==> src/rtl/wb_stage.sv <==
`default_nettype none
// ============================================================================
// Module   : wb_stage
// Purpose  : Write-back stage of the 5-stage MIPS pipeline. Retires one
//            instruction per cycle, writes the GPR file, hosts the CP0
//            subset (BadVAddr, Count, Compare, Status, Cause, EPC) and
//            commits exceptions, interrupts and ERET with flush/redirect.
// Ports    : clk, reset (sync, active-high)
//            ws_allowin / ms_to_ws_valid / ms_to_ws_bus : memory-stage handshake
//            ext_int        : level-sensitive hardware interrupt lines
//            rf_we/waddr/wdata : GPR write port
//            WB_dest, WB_dest_data : dependence check / forwarding
//            WS_EX, ERET, flush_pc : pipeline flush and redirect
//            debug_wb_pc    : pc of the instruction in WB
// Revision : 1.0 - initial release
// ============================================================================
module wb_stage #(
    parameter logic [31:0] EX_ENTRY  = 32'hbfc00380,
    parameter int          COUNT_DIV = 2
) (
    input  logic         clk,
    input  logic         reset,
    output logic         ws_allowin,
    input  logic         ms_to_ws_valid,
    input  logic [119:0] ms_to_ws_bus,
    input  logic [5:0]   ext_int,
    output logic         rf_we,
    output logic [4:0]   rf_waddr,
    output logic [31:0]  rf_wdata,
    output logic [4:0]   WB_dest,
    output logic [31:0]  WB_dest_data,
    output logic         WS_EX,
    output logic         ERET,
    output logic [31:0]  flush_pc,
    output logic [31:0]  debug_wb_pc
);

    localparam int                 c_DIV_W      = (COUNT_DIV > 1) ? $clog2(COUNT_DIV) : 1;
    localparam logic [c_DIV_W-1:0] c_DIV_LAST   = c_DIV_W'(COUNT_DIV - 1);
    // CP0 addresses encoded as {rd, sel}
    localparam logic [7:0]         c_ADDR_BADV  = {5'd8,  3'd0};
    localparam logic [7:0]         c_ADDR_COUNT = {5'd9,  3'd0};
    localparam logic [7:0]         c_ADDR_CMP   = {5'd11, 3'd0};
    localparam logic [7:0]         c_ADDR_STAT  = {5'd12, 3'd0};
    localparam logic [7:0]         c_ADDR_CAUSE = {5'd13, 3'd0};
    localparam logic [7:0]         c_ADDR_EPC   = {5'd14, 3'd0};

    logic                r_ws_valid;
    logic [119:0]        r_bus;

    logic [31:0]         r_badvaddr;
    logic [31:0]         r_count;
    logic [31:0]         r_compare;
    logic [31:0]         r_epc;
    logic [c_DIV_W-1:0]  r_div;
    logic [7:0]          r_status_im;
    logic                r_status_exl;
    logic                r_status_ie;
    logic                r_cause_bd;
    logic                r_cause_ti;
    logic [7:2]          r_cause_ip_hw;
    logic [1:0]          r_cause_ip_sw;
    logic [4:0]          r_cause_exc;

    // Bus fields
    logic                w_bus_mfc0;
    logic                w_bus_mtc0;
    logic [7:0]          w_cp0_addr;
    logic [31:0]         w_bus_badv;
    logic [4:0]          w_bus_exc;
    logic                w_bus_eret;
    logic                w_bus_bd;
    logic                w_bus_gr_we;
    logic [4:0]          w_bus_dest;
    logic [31:0]         w_bus_result;
    logic [31:0]         w_bus_pc;
    logic                w_unused_bits;

    assign w_bus_mfc0    = r_bus[119];
    assign w_bus_mtc0    = r_bus[118];
    assign w_cp0_addr    = r_bus[117:110];
    assign w_unused_bits = r_bus[109];   // pc_error: already folded into badvaddr upstream
    assign w_bus_badv    = r_bus[108:77];
    assign w_bus_exc     = r_bus[76:72];
    assign w_bus_eret    = r_bus[71];
    assign w_bus_bd      = r_bus[70];
    assign w_bus_gr_we   = r_bus[69];
    assign w_bus_dest    = r_bus[68:64];
    assign w_bus_result  = r_bus[63:32];
    assign w_bus_pc      = r_bus[31:0];

    logic                w_valid;
    logic [7:0]          w_cause_ip;
    logic                w_int_req;
    logic                w_ex_taken;
    logic [4:0]          w_exc_code;
    logic                w_eret;
    logic                w_mtc0;
    logic                w_mtc0_count;
    logic                w_mtc0_cmp;
    logic                w_div_tick;
    logic [31:0]         w_status;
    logic [31:0]         w_cause;
    logic [31:0]         w_cp0_rdata;

    // Synchronous reset must suppress the commit of whatever sits in WB
    // during the reset cycle itself.
    assign w_valid      = r_ws_valid && !reset;
    assign w_cause_ip   = {r_cause_ip_hw, r_cause_ip_sw};
    assign w_int_req    = r_status_ie && !r_status_exl && (|(w_cause_ip & r_status_im));
    assign w_ex_taken   = w_valid && ((w_bus_exc != 5'd0) || w_int_req);
    assign w_exc_code   = w_int_req ? 5'd0 : w_bus_exc;
    assign w_eret       = w_valid && w_bus_eret && !w_ex_taken;
    assign w_mtc0       = w_valid && w_bus_mtc0 && !w_ex_taken;
    assign w_mtc0_count = w_mtc0 && (w_cp0_addr == c_ADDR_COUNT);
    assign w_mtc0_cmp   = w_mtc0 && (w_cp0_addr == c_ADDR_CMP);
    assign w_div_tick   = (r_div == c_DIV_LAST);

    assign w_status = {9'd0, 1'b1, 6'd0, r_status_im, 6'd0, r_status_exl, r_status_ie};
    assign w_cause  = {r_cause_bd, r_cause_ti, 14'd0, w_cause_ip, 1'b0, r_cause_exc, 2'b00};

    always_comb begin
        w_cp0_rdata = 32'd0;
        case (w_cp0_addr)
            c_ADDR_BADV:  w_cp0_rdata = r_badvaddr;
            c_ADDR_COUNT: w_cp0_rdata = r_count;
            c_ADDR_CMP:   w_cp0_rdata = r_compare;
            c_ADDR_STAT:  w_cp0_rdata = w_status;
            c_ADDR_CAUSE: w_cp0_rdata = w_cause;
            c_ADDR_EPC:   w_cp0_rdata = r_epc;
            default:      w_cp0_rdata = 32'd0;
        endcase
    end

    // Handshake: WB always completes in one cycle
    assign ws_allowin = !r_ws_valid || 1'b1;

    always_ff @(posedge clk) begin
        if (reset) begin
            r_ws_valid <= 1'b0;
        end else if (w_ex_taken || w_eret) begin
            r_ws_valid <= 1'b0;
        end else if (ws_allowin) begin
            r_ws_valid <= ms_to_ws_valid;
        end
    end

    always_ff @(posedge clk) begin
        if (reset) begin
            r_bus <= '0;
        end else if (ms_to_ws_valid && ws_allowin) begin
            r_bus <= ms_to_ws_bus;
        end
    end

    // CP0 state
    always_ff @(posedge clk) begin
        if (reset) begin
            r_badvaddr    <= 32'd0;
            r_count       <= 32'd0;
            r_compare     <= 32'd0;
            r_epc         <= 32'd0;
            r_div         <= '0;
            r_status_im   <= 8'd0;
            r_status_exl  <= 1'b0;
            r_status_ie   <= 1'b0;
            r_cause_bd    <= 1'b0;
            r_cause_ti    <= 1'b0;
            r_cause_ip_hw <= 6'd0;
            r_cause_ip_sw <= 2'd0;
            r_cause_exc   <= 5'd0;
        end else begin
            // Timer interrupt shares IP7 with ext_int[5]
            r_cause_ip_hw <= {ext_int[5] | r_cause_ti, ext_int[4:0]};

            // A software write to Count overrides a coincident increment
            if (w_mtc0_count) begin
                r_count <= w_bus_result;
                r_div   <= '0;
            end else if (w_div_tick) begin
                r_count <= r_count + 32'd1;
                r_div   <= '0;
            end else begin
                r_div   <= r_div + 1'b1;
            end

            // TI is raised only when an increment lands on Compare, so the
            // post-reset Count == Compare == 0 state does not fire it.
            if (w_mtc0_cmp) begin
                r_cause_ti <= 1'b0;
            end else if (w_div_tick && !w_mtc0_count && ((r_count + 32'd1) == r_compare)) begin
                r_cause_ti <= 1'b1;
            end

            if (w_ex_taken) begin
                if (!r_status_exl) begin
                    r_epc      <= w_bus_bd ? (w_bus_pc - 32'd4) : w_bus_pc;
                    r_cause_bd <= w_bus_bd;
                end
                r_status_exl <= 1'b1;
                r_cause_exc  <= w_exc_code;
                if ((w_exc_code == 5'd4) || (w_exc_code == 5'd5)) begin
                    r_badvaddr <= w_bus_badv;
                end
            end else if (w_eret) begin
                r_status_exl <= 1'b0;
            end else if (w_mtc0) begin
                case (w_cp0_addr)
                    c_ADDR_CMP:   r_compare <= w_bus_result;
                    c_ADDR_STAT: begin
                        r_status_im  <= w_bus_result[15:8];
                        r_status_exl <= w_bus_result[1];
                        r_status_ie  <= w_bus_result[0];
                    end
                    c_ADDR_CAUSE: r_cause_ip_sw <= w_bus_result[9:8];
                    c_ADDR_EPC:   r_epc <= w_bus_result;
                    default: ;
                endcase
            end
        end
    end

    // Outputs
    assign rf_we        = w_valid && w_bus_gr_we && !w_ex_taken;
    assign rf_waddr     = w_bus_dest;
    assign rf_wdata     = w_bus_mfc0 ? w_cp0_rdata : w_bus_result;
    assign WB_dest      = w_valid ? w_bus_dest : 5'd0;
    assign WB_dest_data = w_valid ? rf_wdata : 32'd0;
    assign WS_EX        = w_ex_taken;
    assign ERET         = w_eret;
    assign flush_pc     = w_ex_taken ? EX_ENTRY : (w_eret ? r_epc : 32'd0);
    assign debug_wb_pc  = w_bus_pc;

endmodule
`default_nettype wire

==> config.mk <==
export PLATFORM = sky130hd
export DESIGN_NAME = wb_stage
export DESIGN_NICKNAME = d
export VERILOG_FILES = /design/src/rtl/wb_stage.sv
export SDC_FILE = /design/constraint.sdc
export NUM_CORES = 1
export LEC_CHECK = 0
export ABC_CLOCK_PERIOD_IN_PS = 8700
export CAP_MARGIN = 30
export CORE_ASPECT_RATIO = 1.25
export CORE_MARGIN = 2
export CORE_UTILIZATION = 45
export DETAILED_ROUTE_END_ITERATION = 8
export GPL_TIMING_DRIVEN = 0
export HOLD_SLACK_MARGIN = 0.06
export PLACE_DENSITY = 0.73
export SYNTH_ARGS = -nofsm -noshare
export SYNTH_HDL_FRONTEND = slang
export SYNTH_SLANG_ARGS = --single-unit
==> constraint.sdc <==
create_clock -name clk -period 8.7 [get_ports clk]
set_input_delay 1.74 -clock clk [delete_from_list [all_inputs] [get_ports clk]]
set_output_delay 1.74 -clock clk [all_outputs]
set_load 0.02 [all_outputs]
==> results of run 1 <==
per-layer routing:
metal | up-vias | GRT usage | wire (µm)
li1 | 6542 | - | -
met1 | 6529 | 0.404 | 21600
met2 | 599 | 0.543 | 25800
met3 | 136 | 0.0454 | 4170
met4 | 2 | 0.150 | 2600
met5 | - | 0 | 16
state kept, by name, indices dropped and copies added, names as in the netlist:
signal	cells
r_div	1
r_cause_bd	1
r_cause_ip_hw	6
r_badvaddr	32
r_status_im	8
r_ws_valid	1
r_cause_exc	5
r_cause_ti	1
r_status_exl	1
r_count	32
r_status_ie	1
r_cause_ip_sw	2
r_compare	32
r_epc	32
r_bus	119
synth_stat cells, types with 21 or more instances:
master	number	area, µm²
a22o_1	21	184
nor2_1	194	728
dfxtp_1	274	5490
mux2i_1	143	1430
nor3_1	23	115
nand2_1	289	1080
xor2_1	38	333
nand3_1	25	125
buf_4	39	293
xnor2_1	67	587
a21oi_1	131	656
o211ai_1	27	203
clkbuf_1	109	409
and2_1	44	275
a221oi_1	22	193
a211oi_1	34	255
and3_1	25	156
worst paths after layout:
path | start | end | slack, ps
setup / recovery | r_bus[110] | WB_dest_data[21] | 2360
hold / removal | r_bus[105] | r_badvaddr[28] | 450
setup reg to reg | r_bus[110] | r_compare[19] | 4940
hold reg to reg | r_bus[105] | r_badvaddr[28] | 450
critical path, delay by kind of cell (launching register included):
family,cells,cell delay [ps]
buffers and inverters,4,1890
DFF,1,300
and+or+nand+nor,5,1330
AOI/OAI and AO/OA,3,490
where the power goes:
part | internal [mW] | switching, mW
Combinational | 0.178 | 0.194
Clock | 0.728 | 0.542
Sequential | 1.29 | 0.0594
Total | 2.20 | 0.795
layout make-up:
cell class / count / share of cell area
Tap cell: 407 / 0.0280
Sequential cell: 274 / 0.301
Clock inverter: 14 / 0.00825
Clock buffer: 40 / 0.0454
Multi-Input combinational cell: 1259 / 0.420
Buffer: 180 / 0.0481
Inverter: 11 / 0.00227
Timing Repair Buffer: 267 / 0.146
cell families after synthesis:
family | after synthesis | synth area share
xor gates and xnor gates | 105 | 0.0654
and+or+nand+nor | 692 | 0.225
AOI/OAI and AO/OA | 316 | 0.151
DFF | 274 | 0.390
muxes | 143 | 0.102
buffers and inverters | 191 | 0.0653
adders and majority gates | 2 | 0.00178
other | 1 | 0.000267
stage by stage:
step | total power [mW] | setup WS (ps) | cell area [µm²] | hold WS (ps) | util
2_1_floorplan | 1.56 | 3880 | 14100 | 431 | -
3_3_place_gp | 1.74 | 2640 | 17200 | 439 | 0.559
3_5_place_dp | 1.75 | 2640 | 17200 | 450 | 0.559
4_1_cts | 3.00 | 2440 | 18200 | 454 | 0.591
5_1_grt | 3.08 | 2190 | 18200 | 476 | 0.591
6_report | 3.00 | 2360 | 18200 | 453 | 0.591
==> impl_metrics.toml, run 1 <==
[pwr]
power_leakage_nw = 6.67
ir_drop_mv = 0.149
power_density_nw_per_um2 = 165

[cts]
clkLatencyLatePin_ps = 570
post_cts_resized = 0
path_clk_slew_ps = 60
htree_levels = 1
cts_sinks = 274
post_cts_buffers = 0
clock_path_buffers = 3
holdBufCountCts = 0
tritoncts = "yes"
numCtsBuffers = 29
root_buffer = "clkbuf_16"

[critical_path]
crit_type = "reg -> out"
worstSetupStartpointType = "flop"
critPathRequiredTime_ps = 6960
path_max_fanout = 10
cp_slowest_cell = "clkdlybuf4s50_1"
ff2ff_path_depth = 11
critical_path.endpoint_type = "output port"
path_cells = "or3_1 > nor2_1 > and3_1 > clkbuf_1 > and2_1 > clkbuf_1 > buf_2 > a22o_1 > a221oi_1 > o2bb2ai_1 > and2_1 > clkdlybuf4s50_1"
arrival_ps = 4600
slowest_delay_ps = 590

[routing]
wire_per_inst_um = 22.1
drt-vias-per-instance = 5.63
vias = 13800
drt_iter0_markers = 1187
wl_mm = 54.2
drtPass1Iterations = 5
ant_nets = 0
drc = 0

[sta]
tns_ps = 0
grt_setup_unrepaired = "false"
drv_slew = 0
fmax_mhz = 158
period_minus_slack_ps = 6340
finalClockSkew_ps = 25.6
slew-limit-headroom = 0.323
setup_viol = 0
post-route-period-util = 0.729
worst_pin_slew_ps = 1010
hold_violations = 0

[global_route]
grt_overflow = 0
antenna_found_initial = 1
track_usage = 0.321
grt_pass1_wl_mm = 80.2
grt_max_degree = 15
grt_pass1_vias = 13200

[yosys]
synthDistinctLibCells = 67
synth-edff-count = 0
netlist_instances = 1724
async_reset_ff_frac = 0
ys_ff_latch = 274
ys.flop_type = "dfxtp_1"
syn-cell-area_um2 = 14100
avgSynthCellArea_um2 = 8.15
seq_area_frac_synth = 0.390
yosys_warnings = 0
synth_fp_nets = 1855

[run_status]
status = "complete, no violations"

[placement]
dp_hpwl_mm = 41.9
io_buffers = 266
place.gp.congestion = 0.993
placed_cells = 2398

[min_path]
min_path_type = "reg -> reg"
hold_path_depth = 2

[floorplan]
rows = 72
dieWidth_um = 162
start_util = 0.456
fp.coreArea_um2 = 30800
die_area_um2 = 32700
fp.dieH_um = 202
io_pins = 271

[final_layout]
multi_input_comb_area_um2 = 7650
register_area_um2 = 5490
final_cell_mix = "nand2_1, dfxtp_1, clkdlybuf4s50_1"
final_common_cell = "nand2_1"
syn2layout_area_growth_pct = 29.6
diodes = 0
fin_nets = 2153
layout-drive-gt1-share = 0.0582
fillers = 2869
layout.cells.non_filler = 2452

[job]
cap_violations = 0
No activity file was read; power rests on OpenSTA's default activity.
==> run 2: changes to the inputs <==
--- a/config.mk
+++ b/config.mk
@@ -5,7 +5,7 @@
 export SDC_FILE = /design/constraint.sdc
 export NUM_CORES = 1
 export LEC_CHECK = 0
-export ABC_CLOCK_PERIOD_IN_PS = 8700
+export ABC_CLOCK_PERIOD_IN_PS = 5300
 export CAP_MARGIN = 30
 export CORE_ASPECT_RATIO = 1.25
 export CORE_MARGIN = 2
@@ -13,7 +13,7 @@
 export DETAILED_ROUTE_END_ITERATION = 8
 export GPL_TIMING_DRIVEN = 0
 export HOLD_SLACK_MARGIN = 0.06
-export PLACE_DENSITY = 0.73
+export PLACE_DENSITY = 0.76
 export SYNTH_ARGS = -nofsm -noshare
 export SYNTH_HDL_FRONTEND = slang
 export SYNTH_SLANG_ARGS = --single-unit
==> constraint.sdc (replaced) <==
create_clock -name clk -period 5.3 [get_ports clk]
set_input_delay 1.06 -clock clk [delete_from_list [all_inputs] [get_ports clk]]
set_output_delay 1.06 -clock clk [all_outputs]
set_load 0.02 [all_outputs]
==> impl_metrics.toml, run 2 (synthesized netlist as in run 1, its figures left out) <==
[sta]
post-route-period-util = 0.965
drv_slew = 0
fmax_mhz = 195
tns_ps = 0
hold_violations = 0
worst_pin_slew_ps = 1020
grt_setup_unrepaired = "false"
slew-limit-headroom = 0.314
period_minus_slack_ps = 5120
setup_viol = 0
finalClockSkew_ps = 14.9

[final_layout]
fin_util = 0.593
layout.cells.non_filler = 2448
layout-drive-gt1-share = 0.0632
syn2layout_area_growth_pct = 30.0
diodes = 0
regMostFlops = "r_bus"
largest_reg_flops = 119
final_common_cell = "nand2_1"
fin_nets = 2150
final_cell_mix = "nand2_1, dfxtp_1, clkdlybuf4s50_1"

[min_path]
min-delay-start = "r_bus[107]"
min_path_type = "reg -> reg"
hold_path_depth = 2

[global_route]
grt_max_degree = 15
track_usage = 0.322
grt_overflow = 0
grt_pass1_vias = 13800
grt_pass1_wl_mm = 80.6
antenna_found_initial = 0

[placement]
place.gp.congestion = 0.989
placed_cells = 2398
io_buffers = 266
dp_hpwl_mm = 41.7

[critical_path]
crit_type = "reg -> out"
critical_path.endpoint_type = "output port"
crit_buf_inv = 4
slowest_delay_ps = 670
worstSetupStartpointType = "flop"
cp.depth = 8
cp-startpoint = "r_bus[114]"
arrival_ps = 4060
reg2reg_from = "r_cause_ip_hw[3]"
crit_path_frequent_cell = "clkbuf_1"
critPathTopFamily = "buffers and inverters"
ff2ff_path_depth = 11
cp_slowest_cell = "clkbuf_1"
critPathRequiredTime_ps = 4240
path_cells = "clkbuf_1 > clkbuf_1 > clkbuf_1 > nand2_1 > a21oi_1 > a21o_1 > and2_1 > clkdlybuf4s50_1"
path_max_fanout = 10

[routing]
drtPass1Iterations = 7
drt-vias-per-instance = 5.68
vias = 13900
wl_mm = 53.5
drt_iter0_markers = 1563
wire_per_inst_um = 21.9
ant_nets = 0
drc = 0

[cts]
clock_path_buffers = 3
tritoncts = "yes"
clkLatencyLatePin_ps = 570
cts_sinks = 274
root_buffer = "clkbuf_16"
path_clk_slew_ps = 70
numCtsBuffers = 28
htree_levels = 1

[floorplan]
rows = 72
fp.coreArea_um2 = 30800
die_area_um2 = 32700
start_util = 0.456
io_pins = 271
fp.dieH_um = 202
dieWidth_um = 162

[job]
cap_violations = 0

[pwr]
power_density_nw_per_um2 = 275
power_leakage_nw = 6.71
ir_drop_mv = 0.199

[run_status]
status = "complete, no violations"
run 2: cell types whose count changed in the layout (fill, tap and decap cells not counted), moves of 2 or more:
cell and delta:
nor4b_2 +2, clkbuf_2 +3, bufinv_16 +3, clkinv_2 +2, clkbuf_1 -10, nor4b_1 -2
run 2: final timing paths:
kind / to / slack [ps]
worst min register to register: r_badvaddr[30] / 450
worst min-delay path: r_badvaddr[30] / 450
worst max register to register: r_compare[1] / 1780
worst max-delay path: WB_dest_data[31] / 180
run 2: cell type report:
cell class / instances / area [µm²]
Fill cell: 2826 / 12500
Multi-Input combinational cell: 1259 / 7670
Clock buffer: 35 / 797
Buffer: 177 / 868
Clock inverter: 17 / 233
Inverter: 11 / 41.3
Tap cell: 407 / 509
Sequential cell: 274 / 5490
Timing Repair Buffer: 268 / 2680
run 2: layer usage:
layer,global-route usage,up-vias,share of wire,wire (µm)
met1,0.398,6578,0.39,20700
met2,0.545,645,0.48,25600
met4,0.151,0,0.049,2640
met3,0.0530,148,0.085,4530
met5,0,-,0,0
li1,-,6524,-,-
run 2: report_power, final:
group	leakage [nW]	switching (mW)	internal, mW
logic	3.98	0.318	0.293
registers	2.23	0.0979	2.13
clock network	0.505	0.889	1.31
total	6.71	1.30	3.73
run 2: worst min-delay path: cells and delay by family (launching register included):
family	cells	cell delay [ps]
compound gates	1	50
flops	1	310
simple gates	1	50
run 2: what timing repair did:
action	in CTS	in global routing
hold buffers	0	0
setup endpoints to repair	26	23
setup buffers	1	0
pin swaps	1	0
resized for setup	4	4
run 2: per-stage QoR:
step	hold slack [ps]	total power, mW	instance area [µm²]	setup slack (ps)
finish	445	5.03	18300	184
global route	474	5.16	18300	52.4
CTS	454	5.03	18300	92.3
detailed placement	449	2.87	17200	358
global placement	443	2.86	17200	341
floorplan	431	2.56	14100	1470
==> run 3: changes to the inputs <==
--- a/config.mk
+++ b/config.mk
@@ -14,6 +14,7 @@
 export GPL_TIMING_DRIVEN = 0
 export HOLD_SLACK_MARGIN = 0.06
 export PLACE_DENSITY = 0.76
+export RECOVER_POWER = 50
 export SYNTH_ARGS = -nofsm -noshare
 export SYNTH_HDL_FRONTEND = slang
 export SYNTH_SLANG_ARGS = --single-unit
==> impl_metrics.toml, run 3 (synthesized netlist as in run 1, its figures left out) <==
[sta]
post-route-period-util = 0.966
finalClockSkew_ps = 15.7
worst_pin_slew_ps = 1090
grt_setup_unrepaired = "false"
fmax_mhz = 195
fin_ws_ps = 179
holdWs_ps = 446
tns_ps = 0
hold_violations = 0
slew-limit-headroom = 0.272
drv_slew = 0
setup_viol = 0
period_minus_slack_ps = 5120

[cts]
root_buffer = "clkbuf_16"
numCtsBuffers = 28
clock_path_buffers = 3
tritoncts = "yes"
htree_levels = 1
cts_sinks = 274
clkLatencyLatePin_ps = 570
path_clk_slew_ps = 70

[global_route]
track_usage = 0.322
grt_pass1_vias = 13800
grt_pass1_wl_mm = 80.6
grt_overflow = 0
grt_max_degree = 15
antenna_found_initial = 0

[final_layout]
final_cell_mix = "nand2_1, dfxtp_1, clkdlybuf4s50_1"
fillers = 2830
diodes = 0
final_common_cell = "nand2_1"
syn2layout_area_growth_pct = 29.9
multi_input_comb_area_um2 = 7650
register_area_um2 = 5490
fin_nets = 2150
layout-drive-gt1-share = 0.0617
largest_reg_flops = 119
regMostFlops = "r_bus"
design_area_um2 = 18300

[placement]
post_dp_cell_area_um2 = 17200
io_buffers = 266
dp_slack_ps = 358
dp_hpwl_mm = 41.7
place.gp.congestion = 0.989

[critical_path]
crit_type = "reg -> out"
critPathRequiredTime_ps = 4240
critical_path.endpoint_type = "output port"
arrival_ps = 4060
path_max_fanout = 10
worstSetupStartpointType = "flop"

[floorplan]
rows = 72
dieWidth_um = 162
fp.dieH_um = 202
fp.coreArea_um2 = 30800
start_util = 0.456
die_area_um2 = 32700
io_pins = 271

[routing]
drc = 0
wire_per_inst_um = 21.9
drt-vias-per-instance = 5.71
drt_iter0_markers = 1458
drtPass1Iterations = 7
ant_nets = 0
wl_mm = 53.7
vias = 14000

[job]
cap_violations = 0

[pwr]
power_leakage_nw = 6.80
power_density_nw_per_um2 = 275
ir_drop_mv = 0.198
power_mw = 5.02

[min_path]
min_path_type = "reg -> reg"

[run_status]
status = "complete, no violations"
-- run 3: worst paths after layout --
check,startpoint,end,slack (ps),cells after the start
setup / recovery,r_bus[110],WB_dest_data[31],180,9
hold reg to reg,r_bus[107],r_badvaddr[30],450,2
hold / removal,r_bus[107],r_badvaddr[30],450,2
setup reg to reg,r_cause_ip_hw[6],r_compare[1],1740,11
-- run 3: power breakdown --
group	leakage (nW)	total (mW)	switching (mW)	internal, mW
Sequential	2.23	2.22	0.0985	2.13
Combinational	4.06	0.604	0.317	0.287
Clock	0.505	2.19	0.884	1.31
-- run 3: through the flow --
stage	std cells	utilization
6_report	2448	0.593
4_1_cts	2450	0.593
3_3_place_gp	2397	0.559
3_5_place_dp	2398	0.559
5_1_grt	2448	0.593
2_1_floorplan	1724	-
-- run 3: layer usage --
| metal | vias to the layer above | global-route usage | share of wire | routed length, µm |
|---|---|---|---|---|
| met1 | 6613 | 0.398 | 0.39 | 20800 |
| met4 | 0 | 0.151 | 0.052 | 2800 |
| met5 | - | 0 | 0 | 0 |
| met3 | 156 | 0.0530 | 0.083 | 4460 |
| met2 | 677 | 0.545 | 0.48 | 25600 |
| li1 | 6525 | - | - | - |
-- run 3: repair_timing --
action / in CTS / in global routing
endpoints found under the setup margin: 26 / 23
pin swaps: 1 / 0
resized for setup: 4 / 4
hold buffers: 0 / 0
setup buffers: 1 / 0
-- run 3: cell type report --
cell class                 count  share of cell area
tap                          407              0.0279
multi-input combinational   1259               0.419
clock inverter                17              0.0127
timing repair buffer         268               0.146
buffer                       177              0.0473
inverter                      11             0.00226
sequential                   274               0.300
clock buffer                  35              0.0436
-- run 3: worst max-delay path, cell delays in order, from the launching register on --
cell	delay (ps)
dfxtp_1	310
or3_1	500
nor2_1	230
nor4b_2	480
clkbuf_1	600
a222oi_1	230
a21oi_1	180
a21o_1	200
and2_1	150
clkdlybuf4s50_1	600
